===== src/rtl/beltwarn_ctrl_if.sv =====
// Cabin-switch and dashboard signal bundle for the belt-warning controller.
// The master side drives key, occupancy and buckle inputs; the slave side
// (the controller) returns the lamp, chime, per-seat flags and seat count.
interface beltwarn_ctrl_if #(
    parameter int NSEATS = 4
) ();

    localparam int CW = $clog2(NSEATS + 1);

    logic              K;
    logic [NSEATS-1:0] P;
    logic [NSEATS-1:0] S;
    logic              W;
    logic              chime;
    logic [NSEATS-1:0] seat_flag;
    logic [CW-1:0]     unbelted_cnt;

    modport master (
        output K, P, S,
        input  W, chime, seat_flag, unbelted_cnt
    );

    modport slave (
        input  K, P, S,
        output W, chime, seat_flag, unbelted_cnt
    );

endinterface


===== src/rtl/beltwarn_ctrl.sv =====
// Seat-belt warning controller.
// Watches seat occupancy and buckle switches while the key is on. A timed
// chime (with a steady lamp) runs when someone is unbelted, then the lamp
// blinks until everyone buckles. Any newly unbelted seat restarts the chime.
// The driver seat is always treated as occupied.
module beltwarn_ctrl #(
    parameter int NSEATS      = 4,
    parameter int TICK_DIV    = 1000,
    parameter int CHIME_TICKS = 6
) (
    input  logic           clk,
    input  logic           rst,
    beltwarn_ctrl_if.slave bus
);

    localparam int PW = $clog2(TICK_DIV);
    localparam int TW = $clog2(CHIME_TICKS + 1);
    localparam int CW = $clog2(NSEATS + 1);

    localparam logic [PW-1:0] PRE_LAST  = PW'(TICK_DIV - 1);
    localparam logic [TW-1:0] TICK_LAST = TW'(CHIME_TICKS - 1);

    typedef enum logic [1:0] {
        ST_OFF,
        ST_IDLE,
        ST_CHIME,
        ST_NAG
    } state_t;

    state_t            state_q, state_d;
    logic [PW-1:0]     prescaler_q, prescaler_d;
    logic [TW-1:0]     tick_cnt_q, tick_cnt_d;
    logic              phase_q, phase_d;
    logic [NSEATS-1:0] ub_q, ub_d;
    logic              w_q, w_d;
    logic              chime_q, chime_d;
    logic [NSEATS-1:0] seat_flag_q, seat_flag_d;
    logic [CW-1:0]     cnt_q, cnt_d;

    logic [NSEATS-1:0] occ;
    logic [NSEATS-1:0] ub;
    logic [NSEATS-1:0] new_ub;
    logic              tick;
    logic              chime_start;
    logic              nag_entry;

    // Next-state, timer and output decode; outputs derive from the next state so they register alongside it
    always_comb begin
        occ         = bus.P;
        occ[0]      = 1'b1;
        ub          = bus.K ? (occ & ~bus.S) : '0;
        new_ub      = ub & ~ub_q;
        tick        = (prescaler_q == PRE_LAST);

        state_d     = state_q;
        chime_start = 1'b0;
        nag_entry   = 1'b0;

        if (!bus.K) begin
            state_d = ST_OFF;
        end else begin
            case (state_q)
                ST_OFF, ST_IDLE: begin
                    if (ub != '0) begin
                        state_d     = ST_CHIME;
                        chime_start = 1'b1;
                    end else begin
                        state_d = ST_IDLE;
                    end
                end
                default: begin
                    if (ub == '0) begin
                        state_d = ST_IDLE;
                    end else if (new_ub != '0) begin
                        state_d     = ST_CHIME;
                        chime_start = 1'b1;
                    end else if (state_q == ST_CHIME && tick && tick_cnt_q == TICK_LAST) begin
                        state_d   = ST_NAG;
                        nag_entry = 1'b1;
                    end
                end
            endcase
        end

        if (chime_start || nag_entry || tick) begin
            prescaler_d = '0;
        end else begin
            prescaler_d = prescaler_q + PW'(1);
        end

        if (chime_start) begin
            tick_cnt_d = '0;
        end else if (state_q == ST_CHIME && tick) begin
            tick_cnt_d = tick_cnt_q + TW'(1);
        end else begin
            tick_cnt_d = tick_cnt_q;
        end

        if (nag_entry) begin
            phase_d = 1'b1;
        end else if (state_q == ST_NAG && tick) begin
            phase_d = ~phase_q;
        end else begin
            phase_d = phase_q;
        end

        ub_d        = ub;
        seat_flag_d = ub;
        cnt_d       = '0;
        for (int i = 0; i < NSEATS; i++) begin
            cnt_d = cnt_d + CW'(ub[i]);
        end

        chime_d = (state_d == ST_CHIME);
        w_d     = (state_d == ST_CHIME) || (state_d == ST_NAG && phase_d);
    end

    // Single register bank for FSM state, timers and all outputs
    always_ff @(posedge clk or posedge rst) begin
        if (rst) begin
            state_q     <= ST_OFF;
            prescaler_q <= '0;
            tick_cnt_q  <= '0;
            phase_q     <= 1'b0;
            ub_q        <= '0;
            w_q         <= 1'b0;
            chime_q     <= 1'b0;
            seat_flag_q <= '0;
            cnt_q       <= '0;
        end else begin
            state_q     <= state_d;
            prescaler_q <= prescaler_d;
            tick_cnt_q  <= tick_cnt_d;
            phase_q     <= phase_d;
            ub_q        <= ub_d;
            w_q         <= w_d;
            chime_q     <= chime_d;
            seat_flag_q <= seat_flag_d;
            cnt_q       <= cnt_d;
        end
    end

    assign bus.W            = w_q;
    assign bus.chime        = chime_q;
    assign bus.seat_flag    = seat_flag_q;
    assign bus.unbelted_cnt = cnt_q;

endmodule


===== src/flat_wrapper.sv =====
// flat-port wrapper written by rule: the top's interface ports become plain ports
module beltwarn_ctrl_flat 
#(
    parameter int NSEATS      = 4,
    parameter int TICK_DIV    = 1000,
    parameter int CHIME_TICKS = 6
)
  (clk, rst, bus_K, bus_P, bus_S, bus_W, bus_chime, bus_seat_flag, bus_unbelted_cnt);
  beltwarn_ctrl_if #(.NSEATS(NSEATS)) bus_i ();
  input  logic clk;
  input  logic rst;
  input wire logic [$bits(bus_i.K)-1:0] bus_K;
  input wire logic [$bits(bus_i.P)-1:0] bus_P;
  input wire logic [$bits(bus_i.S)-1:0] bus_S;
  output wire logic [$bits(bus_i.W)-1:0] bus_W;
  output wire logic [$bits(bus_i.chime)-1:0] bus_chime;
  output wire logic [$bits(bus_i.seat_flag)-1:0] bus_seat_flag;
  output wire logic [$bits(bus_i.unbelted_cnt)-1:0] bus_unbelted_cnt;
  assign bus_i.K = bus_K;
  assign bus_i.P = bus_P;
  assign bus_i.S = bus_S;
  assign bus_W = bus_i.W;
  assign bus_chime = bus_i.chime;
  assign bus_seat_flag = bus_i.seat_flag;
  assign bus_unbelted_cnt = bus_i.unbelted_cnt;
  beltwarn_ctrl #(.NSEATS(NSEATS), .TICK_DIV(TICK_DIV), .CHIME_TICKS(CHIME_TICKS)) u_core (.clk(clk), .rst(rst), .bus(bus_i));
endmodule

===== config.mk =====
export PLATFORM = sky130hd
export DESIGN_NAME = beltwarn_ctrl_flat
export DESIGN_NICKNAME = d
export VERILOG_FILES = /design/src/rtl/beltwarn_ctrl_if.sv /design/src/rtl/beltwarn_ctrl.sv /design/src/flat_wrapper.sv
export SDC_FILE = /design/constraint.sdc
export NUM_CORES = 1
export LEC_CHECK = 0
export ABC_CLOCK_PERIOD_IN_PS = 4500
export BUFFER_PORTS_ARGS = -buffer_cell sky130_fd_sc_hd__buf_2
export CORE_MARGIN = 2
export CORE_UTILIZATION = 59
export DETAILED_ROUTE_END_ITERATION = 6
export PLACE_DENSITY = 0.83
export SLEW_MARGIN = 25
export SYNTH_ARGS = -nofsm -noshare
export SYNTH_HDL_FRONTEND = slang
export SYNTH_SLANG_ARGS = --single-unit

===== constraint.sdc =====
create_clock -name clk -period 4.5 [get_ports clk]
set_clock_uncertainty 0.1 [all_clocks]
set_input_delay 0.9 -clock clk [delete_from_list [all_inputs] [get_ports clk]]
set_output_delay 0.9 -clock clk [all_outputs]
set_load 0.1 [all_outputs]

* Yosys cells after proc, flatten, opt, wreduce, memory -nomap -nowiden
Cells that the tools add are included.
Cells by class: add/subtract/negate cells 5, multiplexer cells 22, bitwise logic cells 5, reduce and logical (&&, ||, !) cells 13, equal/unequal tests 7
Operators with widths (number):
- 1-bit 2-to-1 mux | 12
- 2-bit 2-to-1 mux | 6
- 10-bit by 1-bit adder with 10-bit output, second input constant | 1
- 10-bit equality test, second input constant | 1
- 10-bit 2-to-1 mux | 1
- 4-bit bitwise AND | 2
- 2-bit equality test, second input constant | 4
- 4-bit inverter | 2
- 4-bit nonzero test | 2
- 3-bit by 1-bit adder with 3-bit output | 2
- 3-bit 2-to-1 mux | 2
- 1-bit logical AND | 4
- 4-bit zero test | 1
- 4-bit 2-to-1 mux | 1
- 3-bit by 1-bit adder with 3-bit output, second input constant | 1
- 3-bit equality test, second input constant | 1
- 1-bit logical OR | 3
- 1-bit by 1-bit adder with 2-bit output | 1
- 2-bit by 1-bit equality test with 1-bit output, second input constant | 1
- 2-bit zero test | 1
- 2-bit nonzero test | 1
- 2-bit OR reduction | 1
- 1-bit inverter | 1
Storage, ports and cells: register bits after elaboration 25

* Longest topological paths before layout
Gate-level depths: netlist of the first run.
depth after elaboration 12, depth in mapped cells 8, depth with buffers taken out 8

* Worst setup path before layout of the first run
No wires, ideal clock.
path type input port to flip-flop, start point in bus_S[1], end point reg u_core.cnt_q[1] (netlist: u_core.bus.unbelted_cnt[1]), required time 4.274 ns, arrival 2.093 ns, setup time 0.126 ns, slack 2.181 ns, stages 5, buffers on the path 0, path through nand3b_1 > inv_1 > ha_1 > fa_1 > ha_1
On the way: cells in the longest elaborated chain, start to end 6
Ends and longest elaborated chain:
- from (decl) | RTL line flat_wrapper.sv:14 | input wire logic [$bits(bus_i.S)-1:0] bus_S;
- 4-bit inverter | RTL line beltwarn_ctrl.sv:51 | ub = bus.K ? (occ & ~bus.S) : '0;
- 4-bit bitwise AND | RTL line beltwarn_ctrl.sv:51
- 4-bit 2-to-1 mux | RTL line beltwarn_ctrl.sv:51
- net u_core.seat_flag_d[1] | RTL line beltwarn_ctrl.sv:37 | logic [NSEATS-1:0] seat_flag_q, seat_flag_d;
- 1-bit by 1-bit adder with 2-bit output | RTL line beltwarn_ctrl.sv:111 | cnt_d = cnt_d + CW'(ub[i]);
- 3-bit by 1-bit adder with 3-bit output (2 in series) | RTL line beltwarn_ctrl.sv:111
- net u_core.cnt_d[1] | RTL line beltwarn_ctrl.sv:38 | logic [CW-1:0] cnt_q, cnt_d;
- to (signal assigned) | RTL line beltwarn_ctrl.sv:139 | cnt_q <= cnt_d;
- to (decl) | RTL line beltwarn_ctrl.sv:38
The timed path passes the listed nets, and every way through them passes these cells. A chain may end at the register's enable or synchronous reset.

* Worst setup path in the final report of the first run
start point in bus_K, end point reg u_core.cnt_q[1] (netlist: u_core.bus.unbelted_cnt[1])
On the way: cells in the longest elaborated chain, start to end 4
Ends and longest elaborated chain:
- from (decl) | RTL line flat_wrapper.sv:12 | input wire logic [$bits(bus_i.K)-1:0] bus_K;
- 4-bit 2-to-1 mux | RTL line beltwarn_ctrl.sv:51
- net u_core.seat_flag_d[1] | RTL line beltwarn_ctrl.sv:37
- 1-bit by 1-bit adder with 2-bit output | RTL line beltwarn_ctrl.sv:111
- 3-bit by 1-bit adder with 3-bit output (2 in series) | RTL line beltwarn_ctrl.sv:111
- net u_core.cnt_d[1] | RTL line beltwarn_ctrl.sv:38
The timed path passes the listed nets, and every way through them passes these cells.

==> impl_metrics.tcl, run 1 <==
set metrics [dict create \
    seq_power_share_pct 55.8 \
    slew_headroom_pct 42.5 \
    postCtsHoldBufs 0 \
    p_int_mw 0.309 \
    path_max_fanout 4 \
    maxCapViolCount 0 \
    syn_area_sq_um 1250 \
    globalRouteOverflowTotal 0 \
    synthArstFlopShare_pct 100 \
    fin_crit_sh_pct 47.6 \
    slowest_stage "fa_1" \
    synth_ff_type "dfrtp_1" \
    drt-initial-drc-count 25 \
    grt_start_max_net_pins 26 \
    cts_max_path_buffers 2 \
    swShare_pct 34.5 \
    fmax_mhz 467 \
    slowest_delay_ns 0.43 \
    outcome "complete, no violations" \
    wl_per_cell_um 13.1 \
    post-route-util_pct 70.3 \
    place_congestion 0.831 \
    min_delay_path_depth 1 \
    seqCellArea_sq_um 626 \
    clkTransAtPathRegs_ns 0.14 \
    drive_gt1_share_pct 24.1 \
    rsz0062_at_grt "no" \
    antenna_cells 0 \
    crit_family "adder cells" \
    syn_avg_cell_area_sq_um 10.8 \
    cts_buffers 3 \
    layout.cells.non_filler 164 \
    clock-sinks 25 \
    critPathArrivalTime_ns 2.26 \
    tns_ns 0 \
    critPathKind "in -> reg" \
    placed_area_sq_um 1370 \
    die_h_um 50.1 \
    tightest_slew_ns 0.856 \
    combPwrFrac_pct 23.1 \
    io_pins 20 \
    vias 900 \
    rows 16 \
    first_pass_iters 5 \
    grt_pass1_wl_um 3950 \
    hold_violations 0 \
    grt_usage_pct 20.9 \
    synth_edf_count 0 \
    root_buffer "clkbuf_4" \
    ff2ff_setup_slack_ns 2.78 \
    hp-start "u_core.prescaler_q[9]$_DFF_PP0_" \
    maxSlewViolCount 0 \
    hp-class "reg -> reg" \
    ys_seq_area_share_pct 49.9 \
    p_per_area_nw_per_um2 339 \
    p_clk_share_pct 21.1 \
    cp.required_ns 4.62 \
    initial_core_util_pct 63.3 \
    placedCellCount 160 \
    antenna_left 0 \
    cts_tree "built" \
    cts_resized 0 \
    die-area_sq_um 2510 \
    antenna_found_initial 0 \
    multiInputGateArea_sq_um 576 \
    power.total_mw 0.472 \
    fin_crit_ns 2.14 \
    area_growth_pct 11.2 \
    finalInstanceArea_sq_um 1390 \
    clock_latency_ns 0.32 \
    routed_wl_um 2150 \
    nNetsFinal 156 \
    ys_seq_elements 25 \
    netlist_instances 116 \
    syn_nets 134 \
    n_fill_cell 155 \
    ir_worst_vdd_mv 0.308 \
    setup_violations 0 \
    post_cts_buffers 0 \
    worst-path-buf-inv 2 \
    grt_pass1_vias 929 \
    dpl.hpwl_um 1640 \
    switchingPower_mw 0.163 \
    r2r_start "u_core.prescaler_q[0]$_DFF_PP0_" \
    drc 0 \
    worstSetupStartpointType "input port" \
    die_width_um 50.1 \
    worstRegToRegCells 5 \
    cp-end-kind "flip-flop" \
    ys_warn_count 0 \
    ys_types 35 \
    rr_endpoint "u_core.prescaler_q[6]$_DFF_PP0_" \
    path_cells "buf_2 > nand3b_1 > inv_1 > ha_1 > fa_1 > ha_1" \
    crit_top_cell "ha_1" \
    cts_max_level 1 \
    power_leakage_nw 0.657 \
    portBuffers 18 \
    vias_per_cell 5.49 \
    core_area_sq_um 1980 \
    min_to "u_core.prescaler_q[9]$_DFF_PP0_" \
]
[synthesized netlist by cell type, types with 2 or more instances]
cell / count / share of area [%]
inv_1: 10 / 3.0
nor3_1: 7 / 2.8
and4_2: 3 / 2.4
nand3_1: 5 / 2.0
dfrtp_1: 25 / 50
nand3b_1: 3 / 1.8
o21ai_0: 2 / 0.80
nand4_1: 4 / 2.0
nand2b_1: 2 / 1.0
nor2_1: 10 / 3.0
and3_1: 2 / 1.0
a21oi_1: 5 / 2.0
ha_1: 6 / 6.0
nand2_1: 4 / 1.2
xnor2_1: 7 / 4.9
and2_1: 2 / 1.0
[through the flow]
step	hold WS, ns	setup slack, ns
after floorplan	0.360	2.18
after global placement	0.379	2.03
after detailed placement	0.385	2.00
after CTS	0.405	2.35
after global routing	0.411	2.28
final	0.408	2.36
[per-layer routing]
layer / GRT usage, % / part of all wire [%] / up-vias
li1: - / - / 446
met1: 28.5 / 49 / 435
met2: 31.4 / 45 / 13
met3: 4.85 / 3.4 / 6
met4: 10.2 / 2.5 / 0
met5: 0 / 0 / -
[state kept, by name, summed over array words and instances (netlist names)]
signal                   count
u_core.bus.W                 1
u_core.bus.chime             1
u_core.bus.unbelted_cnt      3
u_core.phase_q               1
u_core.prescaler_q          10
u_core.state_q               2
u_core.tick_cnt_q            3
u_core.ub_q                  4
[cell families after synthesis]
group,count (synthesis),synth area share [%]
AOI/OAI and AO/OA,15,9.68
xor gates and xnor gates,8,5.59
adders and majority gates,7,7.58
buffers and inverters,12,4.19
DFF,25,49.9
muxes,1,0.798
and+or+nand+nor,48,22.3
[layout by cell type, fill, tap and decap left out, types with 2 or more instances in the layout]
cell and count:
and2_1 2, nor2_1 10, o21ai_0 2, nand2_1 4
inv_1 9, dfrtp_1 25, nand3b_1 3, xnor2_1 7
nand4_1 4, nand3_1 5, a21oi_1 5, ha_1 6
and4_2 3, clkbuf_4 3, nand2b_1 2, buf_2 18
and3_1 2, nor3_1 7
[worst reg2reg max path, delay by kind of cell (launching register included)]
| family | cells | cell delay (ns) |
|---|---|---|
| adder cells (fa/ha/maj) | 1 | 0.25 |
| AND/OR/NAND/NOR | 4 | 0.84 |
| flip-flops | 1 | 0.42 |
[layout make-up]
class,instances,share of cell area [%]
clock buffer,3,1.62
clock inverter,1,0.359
inverter,11,2.96
multi-input combinational,79,41.3
sequential,25,44.9
tap,27,2.42
timing repair buffer,18,6.46
[power groups by stage]
stage                     clock [mW]  sequential, mW  combinational (mW)
final                         0.0998           0.263               0.109
after detailed placement           0           0.267               0.109
after global routing           0.110           0.267               0.120
after global placement             0           0.266               0.108
after floorplan                    0           0.302              0.0527
after CTS                      0.103           0.263               0.110
[worst max path at each step]
stage,start,to,slack [ns],depth (start not counted)
2_1_floorplan,bus_S[1],u_core.bus.unbelted_cnt[1]$_DFF_PP0_,2.18,5
3_3_place_gp,bus_K,u_core.bus.unbelted_cnt[1]$_DFF_PP0_,2.03,6
3_5_place_dp,bus_S[1],u_core.bus.unbelted_cnt[1]$_DFF_PP0_,2.00,6
4_1_cts,bus_K,u_core.bus.unbelted_cnt[1]$_DFF_PP0_,2.35,6
5_1_grt,bus_S[1],u_core.bus.unbelted_cnt[1]$_DFF_PP0_,2.28,6
6_report,bus_K,u_core.bus.unbelted_cnt[1]$_DFF_PP0_,2.36,6
No activity file was read; power rests on OpenSTA's default activity.
==> inputs of run 2 (changes only) <==
--- a/config.mk
+++ b/config.mk
@@ -5,12 +5,12 @@
 export SDC_FILE = /design/constraint.sdc
 export NUM_CORES = 1
 export LEC_CHECK = 0
-export ABC_CLOCK_PERIOD_IN_PS = 4500
+export ABC_CLOCK_PERIOD_IN_PS = 1920
 export BUFFER_PORTS_ARGS = -buffer_cell sky130_fd_sc_hd__buf_2
 export CORE_MARGIN = 2
-export CORE_UTILIZATION = 59
+export CORE_UTILIZATION = 49
 export DETAILED_ROUTE_END_ITERATION = 6
-export PLACE_DENSITY = 0.83
+export PLACE_DENSITY = 0.73
 export SLEW_MARGIN = 25
 export SYNTH_ARGS = -nofsm -noshare
 export SYNTH_HDL_FRONTEND = slang
==> constraint.sdc (replaced) <==
create_clock -name clk -period 1.92 [get_ports clk]
set_clock_uncertainty 0.1 [all_clocks]
set_input_delay 0.384 -clock clk [delete_from_list [all_inputs] [get_ports clk]]
set_output_delay 0.384 -clock clk [all_outputs]
set_load 0.1 [all_outputs]
==> run 2 against run 1 <==
  * Wire length is 3.0% higher
  * Clock power is 140% higher
  * Critical path depth shrank 1
  * Critical path type is now reg -> reg
  * Largest cell class unchanged
  * Largest power group unchanged
  * Highest routed layer unchanged
==> impl_metrics.tcl, run 2 (synthesis gave the netlist of run 1 again) <==
set metrics [dict create \
    switchingPower_mw 0.388 \
    fmax_mhz 593 \
    rows 18 \
    io_pins 20 \
    setup_violations 0 \
    cts_max_path_buffers 2 \
    grt_start_max_net_pins 26 \
    critPathKind "reg -> reg" \
    tightest_slew_ns 0.493 \
    cp.required_ns 2.08 \
    p_clk_share_pct 21.5 \
    maxCapViolCount 0 \
    outcome "complete, no violations" \
    die_h_um 54.6 \
    place_congestion 0.771 \
    antenna_left 0 \
    die-area_sq_um 2980 \
    grt_pass1_wl_um 3800 \
    tns_ns 0 \
    cts_resized 0 \
    hp-start "bus_S[0]" \
    clkTransAtPathRegs_ns 0.14 \
    grt_usage_pct 18.4 \
    antenna_cells 0 \
    root_buffer "clkbuf_4" \
    p_int_mw 0.737 \
    power_leakage_nw 0.679 \
    fin_crit_ns 1.69 \
    portBuffers 18 \
    post-route-util_pct 58.9 \
    largest_reg_flops 10 \
    layout_commonest_cell "dfrtp_1" \
    die_width_um 54.6 \
    nNetsFinal 160 \
    min_delay_path_depth 2 \
    clock_latency_ns 0.32 \
    globalRouteOverflowTotal 0 \
    vias 920 \
    fin_crit_sh_pct 87.8 \
    hold_violations 0 \
    cp-end-kind "flip-flop" \
    swShare_pct 34.5 \
    path_max_fanout 5 \
    dpl.hpwl_um 1690 \
    p_per_area_nw_per_um2 779 \
    core_area_sq_um 2450 \
    drt-initial-drc-count 9 \
    hp-class "in -> reg" \
    layout.cells.non_filler 171 \
    seqCellArea_sq_um 626 \
    cts_tree "built" \
    rr_endpoint "u_core.tick_cnt_q[2]$_DFFE_PP0P_" \
    placedCellCount 166 \
    seq_power_share_pct 54.7 \
    cts_max_level 1 \
    area_growth_pct 15.3 \
    routed_wl_um 2210 \
    regMostFlops "u_core.prescaler_q" \
    ir_worst_vdd_mv 0.735 \
    drc 0 \
    cts_buffers 3 \
    combPwrFrac_pct 23.8 \
    vias_per_cell 5.38 \
    slew_headroom_pct 67.4 \
    maxSlewViolCount 0 \
    r2r_start "u_core.prescaler_q[0]$_DFF_PP0_" \
    setup.worst_path.start "u_core.prescaler_q[0]$_DFF_PP0_" \
    initial_core_util_pct 51.1 \
    worstSetupStartpointType "flip-flop" \
    power.total_mw 1.13 \
    antenna_found_initial 0 \
    drive_gt1_share_pct 25.5 \
    wl_per_cell_um 12.9 \
    ff2ff_setup_slack_ns 0.23 \
    first_pass_iters 4 \
    worstRegToRegCells 5 \
    grt_pass1_vias 910 \
    min_to "u_core.ub_q[0]$_DFF_PP0_" \
    multiInputGateArea_sq_um 576 \
    clock-sinks 25 \
    n_fill_cell 226 \
    reg_top3 "u_core.prescaler_q: 10 flops, u_core.ub_q: 4 flops" \
    rsz0062_at_grt "no" \
    critPathArrivalTime_ns 1.85 \
    final_cell_mix "dfrtp_1, buf_2, inv_1, nor2_1" \
]
run 2: per-layer routing:
metal	share of wire [%]	GRT usage [%]
met5	0	0
met1	41	20.8
met4	2.5	10.4
met2	53	32.1
met3	3.5	3.28
run 2: worst max path at each step:
stage,end,slack (ns)
detailed placement,u_core.bus.unbelted_cnt[1]$_DFF_PP0_,0.004
global route,u_core.prescaler_q[6]$_DFF_PP0_,0.09
finish,u_core.tick_cnt_q[2]$_DFFE_PP0P_,0.23
global placement,u_core.bus.unbelted_cnt[1]$_DFF_PP0_,0.02
floorplan,u_core.prescaler_q[5]$_DFF_PP0_,0.10
CTS,u_core.tick_cnt_q[2]$_DFFE_PP0P_,0.23
run 2: final cells by class:
class,instances,share of cell area (%)
Inverter,11,2.86
Clock inverter,1,0.519
Clock buffer,3,1.56
Sequential cell,25,43.3
Timing Repair Buffer,22,9.35
Multi-Input combinational cell,79,39.8
Tap cell,30,2.60
run 2: repair_timing:
action	CTS	global route
buffers inserted	0	0
hold endpoints to repair	25	0
hold buffers	1	0
run 2: through the flow:
step / area (sq um) / hold slack, ns / worst slack, ns
4_1_cts: 1450 / 0.104 / 0.227
5_1_grt: 1450 / 0.117 / 0.0935
3_5_place_dp: 1410 / 0.359 / 0.00413
2_1_floorplan: 1250 / 0.311 / 0.100
6_report: 1450 / 0.114 / 0.234
3_3_place_gp: 1410 / 0.340 / 0.0192
run 2: critical path, stage by stage, from the launching register on:
cell and delay [ns]:
dfrtp_1 0.41, ha_1 0.25, and4b_4 0.29, nand4_1 0.11
or3_1 0.34, a21oi_2 0.13
run 2: power groups by stage:
stage	registers [mW]	logic (mW)	clock network [mW]
3_5_place_dp	0.626	0.268	0
6_report	0.616	0.268	0.242
3_3_place_gp	0.624	0.265	0
2_1_floorplan	0.707	0.123	0
5_1_grt	0.627	0.293	0.266
4_1_cts	0.615	0.271	0.252
==> inputs of run 3 (changes only) <==
--- a/config.mk
+++ b/config.mk
@@ -5,12 +5,12 @@
 export SDC_FILE = /design/constraint.sdc
 export NUM_CORES = 1
 export LEC_CHECK = 0
-export ABC_CLOCK_PERIOD_IN_PS = 1920
+export ABC_CLOCK_PERIOD_IN_PS = 2100
 export BUFFER_PORTS_ARGS = -buffer_cell sky130_fd_sc_hd__buf_2
 export CORE_MARGIN = 2
-export CORE_UTILIZATION = 49
+export CORE_UTILIZATION = 59
 export DETAILED_ROUTE_END_ITERATION = 6
-export PLACE_DENSITY = 0.73
+export PLACE_DENSITY = 0.83
 export SLEW_MARGIN = 25
 export SYNTH_ARGS = -nofsm -noshare
 export SYNTH_HDL_FRONTEND = slang
==> constraint.sdc (replaced) <==
create_clock -name clk -period 2.1 [get_ports clk]
set_clock_uncertainty 0.1 [all_clocks]
set_input_delay 0.42 -clock clk [delete_from_list [all_inputs] [get_ports clk]]
set_output_delay 0.42 -clock clk [all_outputs]
set_load 0.1 [all_outputs]
==> run 3 against run 2 <==
  * Worst hold slack worse by 0.095 ns
  * Global-route usage is 3.1 points higher
  * Sequential share of layout area is 1.4 points higher
  * Total power is 9.7% lower
  * Sequential power is 8.4% lower
  * Wire length is 2.4% higher
  * Final area is 3.1% lower
==> impl_metrics.tcl, run 3 (synthesis gave the netlist of run 1 again) <==
set metrics [dict create \
    cts_max_level 1 \
    vias_per_cell 5.61 \
    ir_worst_vdd_mv 0.654 \
    cp-end-kind "flip-flop" \
    post_cts_buffers 0 \
    grt_start_max_net_pins 26 \
    antenna_left 0 \
    final_cell_mix "dfrtp_1, buf_2, inv_1, nor2_1" \
    tns_ns 0 \
    r2r_start "u_core.prescaler_q[0]$_DFF_PP0_" \
    rows 16 \
    die_h_um 50.1 \
    initial_core_util_pct 63.3 \
    worstSetupStartpointType "flip-flop" \
    grt_pass1_wl_um 4050 \
    critPathCapture "u_core.prescaler_q[7]$_DFF_PP0_" \
    clock-sinks 25 \
    cts_tree "built" \
    layout_commonest_cell "dfrtp_1" \
    path_max_fanout 6 \
    vias 925 \
    cts_buffers 3 \
    tightest_slew_ns 0.487 \
    routed_wl_um 2260 \
    dpl.hpwl_um 1680 \
    rsz0062_at_grt "no" \
    setup_violations 0 \
    hold_violations 0 \
    die-area_sq_um 2510 \
    regMostFlops "u_core.prescaler_q" \
    outcome "complete, no violations" \
    place_congestion 0.847 \
    antenna_cells 0 \
    critPathArrivalTime_ns 1.81 \
    wl_per_cell_um 13.7 \
    p_per_area_nw_per_um2 726 \
    drc 0 \
    maxSlewViolCount 0 \
    cts_max_path_buffers 2 \
    placed_area_sq_um 1370 \
    largest_reg_flops 10 \
    maxCapViolCount 0 \
    die_width_um 50.1 \
    power_leakage_nw 0.663 \
    globalRouteOverflowTotal 0 \
    first_pass_iters 4 \
    postCtsHoldBufs 0 \
    slew_headroom_pct 67.7 \
    io_pins 20 \
    rr_endpoint "u_core.prescaler_q[7]$_DFF_PP0_" \
    reg_top3 "u_core.prescaler_q: 10 flops, u_core.ub_q: 4 flops" \
    drive_gt1_share_pct 23.9 \
    grt_usage_pct 21.5 \
    cp.required_ns 2.20 \
    nNetsFinal 157 \
    area_growth_pct 11.7 \
    antenna_found_initial 0 \
    worstRegToRegCells 5 \
    drt-initial-drc-count 11 \
    clkTransAtPathRegs_ns 0.12 \
    setup.worst_path.start "u_core.prescaler_q[0]$_DFF_PP0_" \
    fmax_mhz 587 \
    portBuffers 18 \
    n_fill_cell 147 \
    fin_crit_sh_pct 81.1 \
    grt_pass1_vias 933 \
    clock_latency_ns 0.32 \
    fin_crit_ns 1.70 \
    ff2ff_setup_slack_ns 0.40 \
    core_area_sq_um 1980 \
    hp-class "in -> async" \
    cts_resized 0 \
    critPathKind "reg -> reg" \
    finalInstanceArea_sq_um 1400 \
    root_buffer "clkbuf_4" \
]
-- run 3: how the worst min path moves through the flow --
| stage | cells past startpoint | endpoint | slack (ns) |
|---|---|---|---|
| finish | 3 | u_core.prescaler_q[0]$_DFF_PP0_ | 0.02 |
| detailed placement | 3 | u_core.prescaler_q[0]$_DFF_PP0_ | 0.38 |
| global route | 3 | u_core.tick_cnt_q[2]$_DFFE_PP0P_ | 0.06 |
| CTS | 3 | u_core.tick_cnt_q[1]$_DFFE_PP0P_ | 0.02 |
| floorplan | 1 | u_core.bus.W$_DFF_PP0_ | 0.35 |
| global placement | 3 | u_core.prescaler_q[0]$_DFF_PP0_ | 0.37 |
-- run 3: per-stage QoR --
stage	std cells	power (mW)	utilization (%)	worst slack (ns)	hold WS, ns
after global placement	161	0.803	69.3	0.111	0.375
final	165	1.02	70.6	0.396	0.0191
after floorplan	116	0.759	-	0.261	0.347
after CTS	165	1.02	70.6	0.416	0.0215
after detailed placement	161	0.811	69.3	0.0865	0.380
after global routing	165	1.07	70.6	0.223	0.0650
-- run 3: layer usage --
| layer | vias to the layer above | part of all wire (%) | track usage, % |
|---|---|---|---|
| li1 | 449 | - | - |
| met1 | 455 | 47 | 29.5 |
| met2 | 16 | 49 | 33.6 |
| met3 | 5 | 2.7 | 3.94 |
| met4 | 0 | 1.8 | 8.33 |
| met5 | - | 0 | 0 |
-- run 3: layout make-up --
class | count | area (sq um) | share of cell area [%]
multi-input combinational | 79 | 576 | 41.1
clock buffer | 4 | 26.3 | 1.88
timing repair buffer | 19 | 97.6 | 6.97
tap | 27 | 33.8 | 2.41
inverter | 11 | 41.3 | 2.95
sequential | 25 | 626 | 44.7
-- run 3: power by group --
group / switching (mW) / internal, mW
Combinational: 0.169 / 0.0690
Sequential: 0.0396 / 0.524
Clock: 0.140 / 0.0745
-- run 3: worst max-delay path, cell delays in order (launching register included) --
cell,delay [ns]
dfrtp_1,0.40
ha_1,0.25
and4b_4,0.29
nand2_1,0.10
nor2_1,0.36
nor3_1,0.09
